[config.mk]
export PLATFORM = sky130hd
export DESIGN_NAME = id_issue_queue
export DESIGN_NICKNAME = d
export VERILOG_FILES = /design/src/rtl/id_issue_queue_pkg.sv /design/src/rtl/id_issue_queue_fifo_mem.sv /design/src/rtl/id_issue_queue.sv
export SDC_FILE = /design/constraint.sdc
export NUM_CORES = 1
export LEC_CHECK = 0
export BUFFER_PORTS_ARGS = -buffer_cell sky130_fd_sc_hd__clkbuf_2
export CORE_ASPECT_RATIO = 0.7
export CORE_MARGIN = 5
export CORE_UTILIZATION = 58
export DETAILED_ROUTE_END_ITERATION = 8
export HOLD_SLACK_MARGIN = 0.12
export PLACE_DENSITY = 0.83
export REMOVE_ABC_BUFFERS = 1
export SETUP_SLACK_MARGIN = 0.05
export SLEW_MARGIN = 10
export SYNTH_ARGS = -nofsm -noshare
export SYNTH_HDL_FRONTEND = slang
export SYNTH_SLANG_ARGS = --single-unit
[constraint.sdc]
create_clock -name i_clk -period 5.1 [get_ports i_clk]
set_input_delay 1.275 -clock i_clk [delete_from_list [all_inputs] [get_ports i_clk]]
set_output_delay 1.275 -clock i_clk [all_outputs]
set_load 0.1 [all_outputs]
[src/rtl/id_issue_queue_pkg.sv]
// rtl/id_issue_queue_pkg.sv - shared register-address width, bubble values and load-use compare
package id_issue_queue_pkg;

    localparam int REG_ADDR_W = 5;

    // A bubble toward EX is all zero: no register fields, not a load, zero payload.
    localparam logic [REG_ADDR_W-1:0] REG_BUBBLE  = '0;
    localparam logic                  LOAD_BUBBLE = 1'b0;

    // True when an in-flight load writes a register that one of the given sources reads.
    // Register 0 never carries a dependency.
    function automatic logic load_use_hit(
        input logic                  ld_valid,
        input logic [REG_ADDR_W-1:0] ld_rd,
        input logic [REG_ADDR_W-1:0] rs1,
        input logic [REG_ADDR_W-1:0] rs2
    );
        return ld_valid && (ld_rd != '0) &&
               (((ld_rd == rs1) && (rs1 != '0)) || ((ld_rd == rs2) && (rs2 != '0)));
    endfunction

endpackage

[src/rtl/id_issue_queue_fifo_mem.sv]
// rtl/id_issue_queue_fifo_mem.sv - circular entry store with read/write pointers and occupancy count
module id_issue_fifo_mem #(
    parameter int DEPTH  = 4,
    parameter int DATA_W = 80,
    parameter int CNT_W  = $clog2(DEPTH) + 1
) (
    input  logic              i_clk,
    input  logic              i_rst_n,
    input  logic              i_clr,
    input  logic              i_wr_en,
    input  logic [DATA_W-1:0] i_wr_data,
    input  logic              i_rd_en,
    output logic [DATA_W-1:0] o_rd_data,
    output logic [CNT_W-1:0]  o_count,
    output logic              o_empty,
    output logic              o_full
);

    localparam int PTR_W = $clog2(DEPTH);

    logic [DATA_W-1:0] mem [DEPTH];
    logic [PTR_W-1:0]  wr_ptr;
    logic [PTR_W-1:0]  rd_ptr;

    // Pointers wrap naturally because DEPTH is a power of two; clear drops entries but keeps stale data.
    always_ff @(posedge i_clk or negedge i_rst_n) begin
        if (!i_rst_n) begin
            wr_ptr  <= '0;
            rd_ptr  <= '0;
            o_count <= '0;
            for (int i = 0; i < DEPTH; i++) begin
                mem[i] <= '0;
            end
        end else if (i_clr) begin
            wr_ptr  <= '0;
            rd_ptr  <= '0;
            o_count <= '0;
        end else begin
            if (i_wr_en) begin
                mem[wr_ptr] <= i_wr_data;
                wr_ptr      <= wr_ptr + 1'b1;
            end
            if (i_rd_en) begin
                rd_ptr <= rd_ptr + 1'b1;
            end
            case ({i_wr_en, i_rd_en})
                2'b10:   o_count <= o_count + 1'b1;
                2'b01:   o_count <= o_count - 1'b1;
                default: o_count <= o_count;
            endcase
        end
    end

    assign o_rd_data = mem[rd_ptr];
    assign o_empty   = (o_count == '0);
    assign o_full    = (o_count == CNT_W'(DEPTH));

endmodule

[src/rtl/id_issue_queue.sv]
// rtl/id_issue_queue.sv - decode-to-EX issue FIFO with load-use bubbles and flush; optional ID_ISSUE_QUEUE_BYPASS_EN
module id_issue_queue
    import id_issue_queue_pkg::*;
#(
    parameter int DEPTH     = 4,
    parameter int PAYLOAD_W = 64,
    parameter int CNT_W     = $clog2(DEPTH) + 1
) (
    input  logic                  i_clk,
    input  logic                  i_rst_n,
    input  logic                  i_flush,
    input  logic                  i_valid,
    output logic                  o_ready,
    input  logic [PAYLOAD_W-1:0]  i_payload,
    input  logic [REG_ADDR_W-1:0] i_rs1,
    input  logic [REG_ADDR_W-1:0] i_rs2,
    input  logic [REG_ADDR_W-1:0] i_rd,
    input  logic                  i_is_load,
    output logic                  o_valid,
    input  logic                  i_ready,
    output logic [PAYLOAD_W-1:0]  o_payload,
    output logic [REG_ADDR_W-1:0] o_rs1,
    output logic [REG_ADDR_W-1:0] o_rs2,
    output logic [REG_ADDR_W-1:0] o_rd,
    output logic                  o_is_load,
    input  logic                  i_ex_load_valid,
    input  logic [REG_ADDR_W-1:0] i_ex_load_rd,
    output logic [CNT_W-1:0]      o_count,
    output logic                  o_hazard
);

    localparam int ENTRY_W = PAYLOAD_W + 3 * REG_ADDR_W + 1;

    logic [ENTRY_W-1:0]    wr_entry;
    logic [ENTRY_W-1:0]    head_entry;
    logic [PAYLOAD_W-1:0]  head_payload;
    logic [REG_ADDR_W-1:0] head_rs1;
    logic [REG_ADDR_W-1:0] head_rs2;
    logic [REG_ADDR_W-1:0] head_rd;
    logic                  head_is_load;
    logic                  fifo_empty;
    logic                  fifo_full;
    logic                  head_present;
    logic                  bypass_ok;
    logic                  issue;
    logic                  wr_en;
    logic                  rd_en;

    assign wr_entry = {i_payload, i_rs1, i_rs2, i_rd, i_is_load};
    assign {head_payload, head_rs1, head_rs2, head_rd, head_is_load} = head_entry;
    assign head_present = ~fifo_empty;

    // o_ready depends only on stored occupancy, never on i_ready.
    assign o_ready = ~fifo_full;

    // Hazard, bypass and issue decisions plus the bubble mux toward EX.
    always_comb begin
        o_hazard = head_present & load_use_hit(i_ex_load_valid, i_ex_load_rd, head_rs1, head_rs2);
`ifdef ID_ISSUE_QUEUE_BYPASS_EN
        bypass_ok = fifo_empty & i_valid &
                    ~load_use_hit(i_ex_load_valid, i_ex_load_rd, i_rs1, i_rs2);
`else
        bypass_ok = 1'b0;
`endif
        issue     = ~i_flush & ((head_present & ~o_hazard) | bypass_ok);
        o_valid   = issue;
        o_payload = '0;
        o_rs1     = REG_BUBBLE;
        o_rs2     = REG_BUBBLE;
        o_rd      = REG_BUBBLE;
        o_is_load = LOAD_BUBBLE;
        if (issue && bypass_ok) begin
            o_payload = i_payload;
            o_rs1     = i_rs1;
            o_rs2     = i_rs2;
            o_rd      = i_rd;
            o_is_load = i_is_load;
        end else if (issue) begin
            o_payload = head_payload;
            o_rs1     = head_rs1;
            o_rs2     = head_rs2;
            o_rd      = head_rd;
            o_is_load = head_is_load;
        end
    end

    // A bypassed bundle that EX takes immediately is never stored; flush drops any push.
    assign wr_en = i_valid & o_ready & ~i_flush & ~(bypass_ok & i_ready);
    assign rd_en = issue & i_ready & head_present;

    id_issue_fifo_mem #(
        .DEPTH  (DEPTH),
        .DATA_W (ENTRY_W),
        .CNT_W  (CNT_W)
    ) u_fifo_mem (
        .i_clk     (i_clk),
        .i_rst_n   (i_rst_n),
        .i_clr     (i_flush),
        .i_wr_en   (wr_en),
        .i_wr_data (wr_entry),
        .i_rd_en   (rd_en),
        .o_rd_data (head_entry),
        .o_count   (o_count),
        .o_empty   (fifo_empty),
        .o_full    (fifo_full)
    );

endmodule

# After elaboration in Yosys (flattened, before gate mapping)
# Cells that the tools add are included.
# classes
add_sub_neg	4
order_cmp	3
reduce_logical	14
muxes	17
eq_ne	5
bitwise_logic	13
# op_table
operator	n
320-bit bitwise mux	1
80-bit 2-to-1 mux	3
80-bit binary-select mux with 2-bit select	1
80-bit demux with 2-bit select	1
64-bit 2-to-1 mux	1
5-bit 2-to-1 mux	3
5-bit nonzero test	3
5-bit equality test	2
2-bit 2-to-1 mux	4
1-bit bitwise AND	7
3-bit >= comparator, second input constant	2
2-bit inverter with 3-bit output	2
3-bit case mux with 2 select lines	1
1-bit logical AND	5
2-bit by 1-bit adder with 2-bit output, second input constant	2
1-bit inverter	4
2-bit nonzero test	2
3-bit by 1-bit adder with 3-bit output, second input constant	1
3-bit equality test, second input constant	1
3-bit logical NOT	1
3-bit by 1-bit < comparator with 1-bit output, second input constant	1
3-bit 2-to-1 mux	1
3-bit nonzero test	1
3-bit by 1-bit subtractor with 3-bit output, second input constant	1
other kinds (5)	5
# totals
regBits	327
wordCells	63
output_inout_bits	86

# Depth between registers and ports, before layout
# depth
depth_word	17
depth_mapped	14
ltp_nobuf	11

# Modules after synthesis
# Synthesis repeated with hierarchy kept, for this count alone.
# hier_totals
hier_cells	1028
hier_area_um2	17187.7
# modules_own_cells
mod	area_per_inst_um2	cells_each	n_inst
id_issue_fifo_mem	15867.7	814	1
id_issue_queue	1320.0	214	1

# Worst setup path before layout
# OpenSTA, ideal clock, no wires.
# synth_path
kind	input port to output port
from	in i_ex_load_rd[1]
to	out o_rs1[0]
required_ns	3.825
arrival_time_ns	4.120
n_path_buf	1
setup_slack_ns	-0.295
cell_stages	8
cell_sequence	or4_1 o21ai_0 nand2b_1 a2111oi_2 nor2_1 clkbuf_1 nand2_1 nor2_1
# synth_between
elab_chain_cells	9
elab_cells_between_ends	13
# synth_lines
item	line_no	text
from (decl)	id_issue_queue.sv:27	input logic [REG_ADDR_W-1:0] i_ex_load_rd,
5-bit equality test	id_issue_queue_pkg.sv:19	(((ld_rd == rs1) && (rs1 != '0)) || ((ld_rd == rs2) && (rs2 != '0)));
1-bit logical AND	id_issue_queue_pkg.sv:19	
1-bit logical OR	id_issue_queue_pkg.sv:19	
1-bit logical AND (*)	id_issue_queue_pkg.sv:18	return ld_valid && (ld_rd != '0) &&
1-bit bitwise AND (*)	id_issue_queue.sv:58	o_hazard = head_present & load_use_hit(i_ex_load_valid, i_ex_load_rd, head_rs1, head_rs2);
1-bit inverter (*)	id_issue_queue.sv:65	issue = ~i_flush & ((head_present & ~o_hazard) | bypass_ok);
1-bit bitwise AND (*) (2 in series)	id_issue_queue.sv:65	
5-bit 2-to-1 mux (*)	id_issue_queue.sv:78	end else if (issue) begin
to (decl)	id_issue_queue.sv:22	output logic [REG_ADDR_W-1:0] o_rs1,
# Every way passes the cells marked *; elsewhere a longest branch is shown, timed or not.

# Worst setup path in the final report
# Ends and elaborated chain as after synthesis.

==> results.py <==
metrics = {
    "status": {
        "outcome": "finished, final reports clean",
    },
    "floorplan": {
        "die_y_um": 144,
        "rows": 49,
        "start_util_pct": 58.4,
        "coreArea_um2": 25400,
        "fp.dieW_um": 201,
        "ios": 177,
        "die_area_um2": 29000,
    },
    "clocking": {
        "cts_buffer_depth": 3,
        "cts.sink_count": 327,
        "htreeDepth": 1,
        "hold_buffers": 0,
        "tritoncts": "built",
        "path_clk_slew_ns": 0.06,
        "clock_latency_ns": 0.54,
        "cts-root-buf": "clkbuf_16",
        "cts_buffers": 31,
    },
    "sta": {
        "max_freq_mhz": 209,
        "maxSlewViolCount": 0,
        "max_slew.worst_pin.slew_ns": 1.10,
        "skew_ns": 0.00495,
        "finalHoldViolations": 0,
        "finalCriticalPeriod_ns": 4.78,
        "fin_crit_sh_pct": 93.8,
        "setup_viol": 0,
        "maxSlewHeadroom_pct": 26.5,
        "rsz0062_at_grt": "false",
        "timing.final.ws_setup_ns": 0.316,
    },
    "pwr": {
        "peakVddDrop_uv": 517,
        "clockPowerShare_pct": 17.3,
        "swShare_pct": 38.4,
        "p_leak_nw": 8.47,
        "p_seq_share_pct": 34.3,
        "power.switching_w": 0.00497,
        "power_w": 0.0129,
        "p_int_w": 0.00797,
        "powerDensity_nw_per_um2": 703,
        "pwr-share-comb_pct": 48.4,
    },
    "place": {
        "dp_cells": 1402,
        "io_buffers": 176,
        "place_ws_ns": 0.460,
        "dpl_cell_area_um2": 17400,
        "place_congestion": 0.782,
        "hpwl_um": 21100,
    },
    "drt": {
        "first_pass_iters": 4,
        "drt-total-wl_um": 32400,
        "viasPerCell": 5.98,
        "vias": 8726,
        "ant_nets": 0,
        "wl_per_cell_um": 22.2,
        "drt_iter0_markers": 417,
        "drc_errors": 0,
    },
    "synthesis": {
        "ys_ff_latch": 327,
        "synth_edf_count": 0,
        "syn_area_per_cell_um2": 15.8,
        "syn_area_um2": 14900,
        "syn_inst": 944,
        "yosys_warnings": 0,
        "synth_top_flop_cell": "dfrtp_1",
        "ys_async_sr_fraction_pct": 100,
        "seq_area_frac_synth_pct": 55.0,
        "synth_cell_types": 33,
    },
    "global_routing": {
        "antenna_found_initial": 2,
        "grt_pass1_wl_um": 53400,
        "grt_util_all_layers_pct": 22.8,
        "overflow": 0,
        "grt_max_degree": 123,
        "grt_pass1_vias": 9698,
    },
    "critical_path": {
        "r2r-end": "u_fifo_mem.o_count[2]",
        "r2r_cells": 11,
        "critical_path_peak_fanout": 40,
        "crit_path_start_kind": "input port",
        "r2r_setup_slack_ns": 1.20,
        "arrival_ns": 3.51,
        "required_ns": 3.83,
        "r2r-start": "u_fifo_mem.rd_ptr[0]",
        "cp-end-kind": "output pin",
        "criticalPathCategory": "in -> out",
    },
    "finish": {
        "synthToLayoutAreaGrowth_pct": 23.7,
        "drive_above_1_share_pct": 57.7,
        "n_fill_cell": 1574,
        "layout_common_cells": "dfrtp_1, mux2_2, clkbuf_2, buf_12, and3_1",
        "final_common_cell": "dfrtp_1",
        "stdcell_area_um2": 18400,
        "nNetsFinal": 1200,
        "fin_cells": 1459,
    },
    "min_path": {
        "min_path_cells": 1,
        "min_from": "u_fifo_mem.mem[170]",
        "min_path_type": "reg -> reg",
        "hold_end": "u_fifo_mem.mem[170]",
    },
    "job": {
        "cap_violations": 0,
    },
}
state kept, by name (all words and copies together) (netlist names):
name / flops
u_fifo_mem.rd_ptr: 2
u_fifo_mem.o_count: 3
u_fifo_mem.mem: 320
u_fifo_mem.wr_ptr: 2
Yosys cell counts, types with 2 or more instances:
cell,number,area [um^2]
nand3_1,2,10.0
nor2b_1,2,12.5
nor2_1,13,48.8
mux2i_1,4,40.0
buf_2,2,10.0
ha_1,4,50.1
mux4_1,4,105
nand2b_1,3,18.8
nand2_1,11,41.3
inv_1,4,15.0
dfrtp_1,327,8180
clkbuf_1,39,146
a21oi_1,3,15.0
mux4_2,75,1690
and3_1,79,494
mux2_2,321,3610
buf_1,25,93.8
mux2_1,2,22.5
xnor2_1,9,78.8
a2111oi_2,2,30.0
how the worst max path moves through the flow:
stage | slack, ns | from | cells after the start | to
4_1_cts | 0.15 | u_fifo_mem.rd_ptr[0] | 7 | o_hazard
3_5_place_dp | 0.46 | i_ex_load_rd[1] | 10 | o_rs1[1]
6_report | 0.32 | i_ex_load_rd[1] | 10 | o_rs1[0]
5_1_grt | 0.17 | i_ex_load_rd[1] | 10 | o_rs1[0]
2_1_floorplan | -3.76 | u_fifo_mem.rd_ptr[0] | 6 | o_rs1[0]
3_3_place_gp | 0.52 | i_ex_load_rd[1] | 10 | o_rs1[0]
metrics by stage:
step           utilization, %  TNS (ns)  hold slack (ns)
6_report                 72.3         0            0.496
4_1_cts                  72.2         0            0.499
5_1_grt                  72.3         0            0.511
3_5_place_dp             68.3         0            0.486
3_3_place_gp             68.3         0            0.479
2_1_floorplan               -   -261.54            0.471
cells by family (layout without fill, tap and decap cells):
kind of cell | Yosys count | in the layout | share of synthesized area [%]
adders and majority gates | 5 | 5 | 0.471
other | 0 | 1 | 0
and+or+nand+nor | 115 | 115 | 4.55
AOI/OAI and AO/OA | 9 | 9 | 0.581
DFF | 327 | 327 | 55.0
muxes | 406 | 406 | 36.8
buffers and inverters | 71 | 254 | 1.86
xor gates and xnor gates | 11 | 11 | 0.699
metal layers:
layer	vias up	GRT usage, %	share of wire (%)
met5	-	0	0.040
li1	3837	-	-
met2	207	37.8	49
met1	4634	32.0	44
met3	46	4.87	5.6
met4	2	4.31	1.8
what timing repair did:
action / in CTS / in global routing
endpoints found under the setup margin: 0 / 13
setup buffers: 0 / 0
resized for setup: 0 / 2
power by group through the flow:
stage | combinational, W | sequential (W) | clock [W]
6_report | 0.00626 | 0.00444 | 0.00224
4_1_cts | 0.00629 | 0.00443 | 0.00227
2_1_floorplan | 0.00434 | 0.00439 | 0
5_1_grt | 0.00659 | 0.00457 | 0.00240
3_3_place_gp | 0.00615 | 0.00436 | 0
3_5_place_dp | 0.00627 | 0.00446 | 0
worst max-delay path, cell delays in order:
cell and delay [ns]:
clkbuf_2 0.11, or4_1 0.53, o21ai_0 0.37, nand2b_1 0.22
a2111oi_4 0.07, nor2_4 0.19, buf_12 0.21, nand2_1 0.12
nor2_1 0.20, buf_12 0.20
cell type report:
cell class	instances	area, um^2	share of cell area (%)
repair buffers	194	2310	12.5
flip-flops and latches	327	8190	44.5
clock buffers	49	923	5.02
inverters	4	15.0	0.0816
well taps	331	414	2.25
clock inverters	7	63.8	0.347
diodes	1	2.50	0.0136
multi-input cells	546	6480	35.2
Note: power is estimated with default switching activity, not from simulation.
